**src/rtl/led_slot_scheduler.sv**
```systemverilog
// Time-shared PWM LED scheduler: serves one enabled LED per slot,
// round-robin, with a shadow duty array written over a simple cfg port.
module led_slot_scheduler #(
   parameter int PWM_BITS = 10,
   parameter int NUM_LEDS = 5
) (
   input  logic                CLK,
   input  logic                RST,
   input  logic                EN,
   input  logic                CFG_WE,
   input  logic [2:0]          CFG_ADDR,
   input  logic [PWM_BITS-1:0] CFG_DUTY,
   output logic                CFG_ACK,
   output logic                CFG_ERR,
   output logic [NUM_LEDS-1:0] LED,
   output logic [2:0]          SLOT,
   output logic                FRAME_DONE
);

   typedef enum logic [1:0] {IDLE, SELECT, ACTIVE} state_t;

   localparam logic [PWM_BITS-1:0] CNT_MAX = '1;
   localparam logic [3:0]          NL      = 4'(NUM_LEDS);

   state_t              state, state_nx;
   logic [PWM_BITS-1:0] shadow [NUM_LEDS];
   logic [PWM_BITS-1:0] active_duty;
   logic [PWM_BITS-1:0] cnt;
   logic [2:0]          ptr;
   logic [NUM_LEDS-1:0] nz;
   logic [3:0]          sel;
   logic [3:0]          nxt;
   logic [2:0]          slot_inc;
   logic                slot_end;
   logic                addr_ok;

   function automatic logic [2:0] wrap(input logic [3:0] v);
      logic [3:0] r;
      r = (v >= NL) ? v - NL : v;
      return r[2:0];
   endfunction

   // {found, index} of the first nonzero duty at or after start
   function automatic logic [3:0] find_nz(
      input logic [NUM_LEDS-1:0] nzv,
      input logic [2:0]          start
   );
      logic [3:0] r;
      logic [2:0] p;
      r = '0;
      for (int k = NUM_LEDS - 1; k >= 0; k--) begin
         p = wrap({1'b0, start} + 4'(k));
         if (nzv[p]) r = {1'b1, p};
      end
      return r;
   endfunction

   always_comb begin
      for (int i = 0; i < NUM_LEDS; i++) nz[i] = |shadow[i];
   end

   assign addr_ok  = ({1'b0, CFG_ADDR} < NL);
   assign slot_inc = wrap({1'b0, SLOT} + 4'd1);
   assign sel      = find_nz(nz, ptr);
   assign nxt      = find_nz(nz, slot_inc);
   assign slot_end = (state == ACTIVE) && (cnt == CNT_MAX);

   always_comb begin
      state_nx   = state;
      LED        = '0;
      FRAME_DONE = 1'b0;
      unique case (state)
         IDLE: begin
            if (EN && (|nz)) state_nx = SELECT;
         end
         SELECT: begin
            state_nx = sel[3] ? ACTIVE : IDLE;
         end
         ACTIVE: begin
            LED[SLOT] = (cnt < active_duty);
            if (cnt == CNT_MAX) begin
               state_nx   = EN ? SELECT : IDLE;
               FRAME_DONE = !EN || !nxt[3] || (nxt[2:0] <= SLOT);
            end
         end
         default: state_nx = IDLE;
      endcase
   end

   always_ff @(posedge CLK or posedge RST) begin
      if (RST) begin
         state       <= IDLE;
         ptr         <= '0;
         SLOT        <= '0;
         cnt         <= '0;
         active_duty <= '0;
         CFG_ACK     <= 1'b0;
         CFG_ERR     <= 1'b0;
         for (int i = 0; i < NUM_LEDS; i++) shadow[i] <= '0;
      end else begin
         state   <= state_nx;
         CFG_ACK <= CFG_WE;
         CFG_ERR <= CFG_WE && !addr_ok;
         if (CFG_WE && addr_ok) shadow[CFG_ADDR] <= CFG_DUTY;
         unique case (state)
            IDLE: ptr <= '0;
            SELECT: begin
               if (sel[3]) begin
                  SLOT        <= sel[2:0];
                  active_duty <= shadow[sel[2:0]];
                  cnt         <= '0;
               end
            end
            ACTIVE: begin
               cnt <= cnt + 1'b1;
               if (slot_end) ptr <= slot_inc;
            end
            default: ptr <= '0;
         endcase
      end
   end

endmodule

```
**config.mk**
```make
export PLATFORM = sky130hd
export DESIGN_NAME = led_slot_scheduler
export DESIGN_NICKNAME = d
export VERILOG_FILES = /design/src/rtl/led_slot_scheduler.sv
export SDC_FILE = /design/constraint.sdc
export NUM_CORES = 1
export LEC_CHECK = 0
export ABC_AREA = 1
export BUFFER_PORTS_ARGS = -buffer_cell sky130_fd_sc_hd__buf_4
export CORE_MARGIN = 2
export CORE_UTILIZATION = 55
export DETAILED_ROUTE_END_ITERATION = 10
export PLACE_DENSITY = 0.84
export SYNTH_ARGS = -nofsm -noshare
export SYNTH_HDL_FRONTEND = slang
export SYNTH_SLANG_ARGS = --single-unit
```
**constraint.sdc**
```tcl
create_clock -name CLK -period 5.9 [get_ports CLK]
set_clock_uncertainty 0.1 [all_clocks]
set_input_delay 0.885 -clock CLK [delete_from_list [all_inputs] [get_ports CLK]]
set_output_delay 0.885 -clock CLK [all_outputs]
set_load 0.01 [all_outputs]
```
==> impl_metrics.env, run 1 <==
export IMPL_finalWirelength_mm=14.5
export IMPL_hpwl_mm=10.6
export IMPL_dp_slack_ps=621
export IMPL_vias=5891
export IMPL_crit_buf_inv=4
export IMPL_powerDensity_mw_per_mm2=469
export IMPL_cp_common_cell="nand2_1"
export IMPL_hold_violations=0
export IMPL_netlist_area_mm2=0.00616
export IMPL_synth_edff_count=0
export IMPL_num_nets_final=1000
export IMPL_grt_pass1_wl_mm=24.1
export IMPL_hold_path_class="flop to flop"
export IMPL_drive_gt1_share_pct=11.2
export IMPL_ioPinCount=28
export IMPL_grt_pass1_vias=5277
export IMPL_die_h_um=110
export IMPL_io_buffers=27
export IMPL_period_needed_ps=5510
export IMPL_clock_latency_ps=360
export IMPL_final_core_util_pct=61.0
export IMPL_cts_tree="yes"
export IMPL_critPathSlowestCell="dfrtp_2"
export IMPL_synth_area_per_cell_um2=6.60
export IMPL_crit_start="SLOT[0]"
export IMPL_critical_path_top_delay_family="adder cells"
export IMPL_grt_overflow=0
export IMPL_fin_crit_sh_pct=93.4
export IMPL_timing_final_ws_setup_ps=388
export IMPL_p_total_mw=3.12
export IMPL_async_reset_ff_share_pct=100
export IMPL_n_antenna_cell=0
export IMPL_maxSlewViolCount=0
export IMPL_tightest_slew_ps=1010
export IMPL_max_freq_ghz=0.181
export IMPL_cp_max_fo=11
export IMPL_wl_per_cell_um=13.2
export IMPL_arrival_ps=4530
export IMPL_place_area_mm2=0.00641
export IMPL_placementRows=38
export IMPL_fillCellCount=1026
export IMPL_leakage_nw=3.42
export IMPL_drt_iter0_drc=539
export IMPL_h_tree_depth=3
export IMPL_slew_headroom_pct=32.8
export IMPL_dieArea_mm2=0.0121
export IMPL_min_from="shadow[22]"
export IMPL_path_clk_slew_ps=90
export IMPL_drtPass1Iterations=5
export IMPL_ys_seq_elements=80
export IMPL_synthToLayoutAreaGrowth_pct=7.69
export IMPL_ys_seq_area_share_pct=32.5
export IMPL_antenna_found_initial=0
export IMPL_ys_warn_count=0
export IMPL_rr_startpoint="ptr[0]"
export IMPL_holdBufCountCts=0
export IMPL_fin_area_mm2=0.00664
export IMPL_cts_path_max_buffers=2
export IMPL_die_x_um=110
export IMPL_track_usage_pct=25.1
export IMPL_peakVddDrop_mv=0.667
export IMPL_grt_max_degree=81
export IMPL_max_stage_delay_ps=490
export IMPL_numCtsBuffers=9
export IMPL_drc=0
export IMPL_max_cap_viol_count=0
export IMPL_clock_root_buffer="clkbuf_8"
export IMPL_ant_nets=0
export IMPL_core_area_mm2=0.0109
export IMPL_synth_ff_type="dfrtp_1"
export IMPL_setup_tns_ps=0
export IMPL_synth_cell_type_count=43
export IMPL_setup_worst_path_class="flop to output pin"
export IMPL_clock_sinks=80
export IMPL_end_kind="output pin"
export IMPL_initial_core_util_pct=56.6
export IMPL_worstPathRequired_ps=4910
export IMPL_viasPerCell=5.38
export IMPL_synth_cells=934
export IMPL_syn_num_nets=983
export IMPL_outcome="finished, final reports clean"
export IMPL_setup_viol=0
export IMPL_place_congestion=0.899
export IMPL_startpoint_type="flop"
-- through the flow --
| stage | instances | hold slack (ps) |
|---|---|---|
| after floorplan | 934 | 353 |
| after global placement | 1078 | 366 |
| after detailed placement | 1078 | 374 |
| after CTS | 1094 | 398 |
| after global routing | 1096 | 416 |
| final | 1096 | 391 |
-- per-layer routing --
| layer | track usage [%] | share of wire (%) | vias to the layer above | wire [um] |
|---|---|---|---|---|
| li1 | - | - | 3012 | - |
| met1 | 34.3 | 46 | 2654 | 6600 |
| met2 | 40.3 | 45 | 199 | 6570 |
| met3 | 4.56 | 6.8 | 26 | 985 |
| met4 | 8.50 | 2.1 | 0 | 307 |
| met5 | 0 | 0 | - | 0 |
-- layout by cell type (no fill, tap or decap), drive strengths merged, types with 3 or more instances in the layout --
cell    instances
nor4            3
clkinv          4
nand2         284
o22ai           5
nand3         107
a21boi          3
nor2          105
nor3            5
a21oi          28
ha             30
o21ai          89
nand4           7
nand3b          3
o31ai           4
o211ai          4
inv           139
buf            31
dfrtp          80
clkbuf         10
-- power by group --
| part | internal [mW] | switching, mW |
|---|---|---|
| Clock | 0.213 | 0.226 |
| Sequential | 0.666 | 0.0929 |
| Combinational | 0.691 | 1.23 |
| Total | 1.57 | 1.55 |
-- logic make-up (layout without fill, tap and decap cells) --
logic type / Yosys count / after routing / synth area share [%]
adder cells (fa/ha/maj): 32 / 32 / 6.74
buffers and inverters: 164 / 186 / 10.9
AO/OA/AOI/OAI: 137 / 137 / 12.9
flip-flops: 80 / 80 / 32.5
AND/OR/NAND/NOR: 517 / 517 / 36.0
XOR/XNOR: 4 / 4 / 0.934
-- Yosys cell counts (all sizes together), types with 3 or more instances --
library cell,number,area [um^2]
nor4,3,25.0
dfrtp,80,2000
nor2,105,424
nand2,284,1100
o21ai,89,472
nand3,107,561
buf,14,111
o22ai,5,31.3
a21oi,28,166
nand4,7,43.8
nand3b,3,22.5
inv,138,518
o31ai,4,35.0
ha,30,375
a21boi,3,22.5
clkbuf,11,41.3
o211ai,4,30.0
nor3,5,25.0
-- sequential cells by signal (all words and copies together), names as in the netlist --
name         count
CFG_ACK          1
CFG_ERR          1
SLOT             3
active_duty     10
cnt             10
ptr              3
shadow          50
state            2
-- worst paths after layout --
check                                       to  slack [ps]  cells past startpoint
worst max-delay path                FRAME_DONE         390                     28
worst min-delay path                shadow[22]         390                      2
worst max register to register  active_duty[3]        1760                     13
worst min register to register      shadow[22]         390                      2
max in group asynchronous              SLOT[0]        4250                      3
min in group asynchronous              CFG_ERR         720                      3
-- cell type report --
class | instances | area [um^2] | area share (%)
multi-input cells | 690 | 3490 | 52.6
repair buffers | 31 | 233 | 3.51
flip-flops and latches | 80 | 2000 | 30.2
inverters | 139 | 523 | 7.88
well taps | 140 | 175 | 2.64
clock buffers | 10 | 138 | 2.07
clock inverters | 6 | 75.1 | 1.13
-- repair_timing --
action | 4_1_cts | 5_1_grt
resized for setup | 0 | 2
setup buffers | 0 | 2
endpoints found under the setup margin | 0 | 1
-- tightest hold or removal path, delay by kind of cell (launching register included) --
kind            cells  cell delay, ps
compound gates      1              60
flops               1             350
simple gates        1              50
Note: power is estimated with default switching activity, not from simulation.
==> run 2: changes to the inputs <==
CELL_PAD_IN_SITES_DETAIL_PLACEMENT = 1   (was not set)
CELL_PAD_IN_SITES_GLOBAL_PLACEMENT = 1   (was not set)
CORE_UTILIZATION = 45   (was 55)
PLACE_DENSITY = 0.93   (was 0.84)
==> run 2 against run 1 <==
Effect of this change:
- final area up 2.1%
- largest power group unchanged
- sequential share of layout area is 0.61 points lower
- highest routed layer unchanged
- via count grew 5.0%
- sequential power increased by 1%
- global-route usage rose by 1.5 points
- worst hold slack got worse by 77 ps
- worst setup slack worse by 90 ps
- wire length up 28%
- core utilization decreased by 10 points
- clock-buffer cell count increased by 1
- maximum frequency down 1.6%
==> impl_metrics.env, run 2 (synthesis results as in run 1) <==
export IMPL_outcome="finished, final reports clean"
export IMPL_ant_nets=0
export IMPL_placementRows=42
export IMPL_holdBufCountCts=0
export IMPL_slew_headroom_pct=33.4
export IMPL_fin_area_mm2=0.00678
export IMPL_layout_commonest_cell="nand2_1"
export IMPL_timing_final_ws_setup_ps=298
export IMPL_drive_gt1_share_pct=11.8
export IMPL_cts_tree="yes"
export IMPL_max_freq_ghz=0.179
export IMPL_cp_common_cell="nand2_1"
export IMPL_tightest_slew_ps=999
export IMPL_setup_viol=0
export IMPL_path_clk_slew_ps=70
export IMPL_grt_pass1_vias=6353
export IMPL_fillCellCount=1798
export IMPL_clock_latency_ps=340
export IMPL_synthToLayoutAreaGrowth_pct=9.97
export IMPL_core_area_mm2=0.0133
export IMPL_leakage_nw=3.46
export IMPL_hold_path_class="primary input to async pin"
export IMPL_place_congestion=0.940
export IMPL_io_buffers=27
export IMPL_antenna_found_initial=0
export IMPL_cp_max_fo=6
export IMPL_drt_iter0_drc=428
export IMPL_place_area_mm2=0.00645
export IMPL_wl_per_cell_um=16.3
export IMPL_vias=6188
export IMPL_peakVddDrop_mv=0.266
export IMPL_fin_crit_sh_pct=94.9
export IMPL_period_needed_ps=5600
export IMPL_arrival_ps=4620
export IMPL_max_cap_viol_count=0
export IMPL_num_nets_final=1003
export IMPL_h_tree_depth=3
export IMPL_multi_input_area_mm2=0.00350
export IMPL_drtPass1Iterations=5
export IMPL_dieArea_mm2=0.0147
export IMPL_cts_path_max_buffers=2
export IMPL_grt_max_degree=77
export IMPL_final_cell_mix="272 x nand2_1, 119 x inv_1, 102 x nand3_1"
export IMPL_die_h_um=121
export IMPL_largest_reg_flops=50
export IMPL_n_antenna_cell=0
export IMPL_ioPinCount=28
export IMPL_initial_core_util_pct=46.4
export IMPL_dp_slack_ps=467
export IMPL_powerDensity_mw_per_mm2=502
export IMPL_setup_tns_ps=0
export IMPL_clock_sinks=80
export IMPL_maxSlewViolCount=0
export IMPL_hold_violations=0
export IMPL_grt_overflow=0
export IMPL_startpoint_type="flop"
export IMPL_hpwl_mm=13.1
export IMPL_clock_root_buffer="clkbuf_16"
export IMPL_viasPerCell=5.46
export IMPL_biggestRegsByFlops="shadow x50, active_duty x10, cnt x10"
export IMPL_critPathSlowestCell="dfrtp_2"
export IMPL_grt_pass1_wl_mm=31.0
export IMPL_end_kind="output pin"
export IMPL_drc=0
export IMPL_setup_worst_path_class="flop to output pin"
export IMPL_max_stage_delay_ps=440
export IMPL_die_x_um=121
export IMPL_seqCellArea_mm2=0.00200
export IMPL_worstPathRequired_ps=4910
export IMPL_regMostFlops="shadow"
export IMPL_numCtsBuffers=9
export IMPL_track_usage_pct=26.6
export IMPL_finalWirelength_mm=18.5
==> run 2: cell count changes in the layout (fill, tap and decap cells not counted), sizes merged <==
cell    before  now
buf         31   34
bufinv       1    0
clkbuf      10   11
inv        139  138
==> run 2: routing by layer <==
metal  vias up  global-route usage, %  routed length (um)  part of all wire, %
met5         -                      0                   0                    0
met4         0                   9.67                 418                  2.3
met3        33                   4.09                 646                  3.5
met2       138                   45.0                8900                   48
met1      2989                   34.5                8510                   46
li1       3028                      -                   -                    -
==> run 2: worst max-delay path: cells and delay by family, from the launching register on <==
family	cells	cell delay, ps
DFF	1	440
xor gates and xnor gates	1	290
AOI/OAI and AO/OA	5	660
and+or+nand+nor	15	1220
buffers and inverters	4	500
adders and majority gates	4	1150
==> run 2: path summary, 6_finish.rpt <==
| check | start | to | slack, ps | cells after the start |
|---|---|---|---|---|
| worst min register to register | shadow[45] | shadow[45] | 390 | 2 |
| min in group CLK | shadow[45] | shadow[45] | 390 | 2 |
| worst max register to register | ptr[0] | active_duty[3] | 1630 | 13 |
| max in group asynchronous | RST | SLOT[0] | 4110 | 3 |
| worst max-delay path | SLOT[0] | FRAME_DONE | 300 | 29 |
| worst min-delay path | RST | ptr[1] | 310 | 2 |
==> run 2: layout make-up <==
cell class	count	area share (%)
multi-input combinational	690	51.7
sequential	80	29.6
inverter	139	7.72
timing repair buffer	34	3.77
clock buffer	11	3.58
tap	176	3.25
clock inverter	4	0.443
==> run 2: power by group <==
group          internal (mW)  switching, mW  leakage, nW
clock                  0.296          0.234        0.132
sequential             0.669         0.0993         1.02
combinational          0.710           1.39         2.31
==> run 2: timing repair <==
action / in CTS / in global routing
setup endpoints to repair: 0 / 1
gates resized for setup: 0 / 7
setup buffers: 0 / 5
==> run 2: stage by stage <==
| step | cells | power, mW | hold WS [ps] | util [%] |
|---|---|---|---|---|
| after floorplan | 934 | 2.24 | 353 | - |
| after global placement | 1114 | 2.61 | 367 | 48.5 |
| after detailed placement | 1114 | 2.71 | 374 | 48.5 |
| after CTS | 1129 | 3.27 | 305 | 50.6 |
| after global routing | 1134 | 3.71 | 313 | 51.0 |
| final | 1134 | 3.40 | 314 | 51.0 |
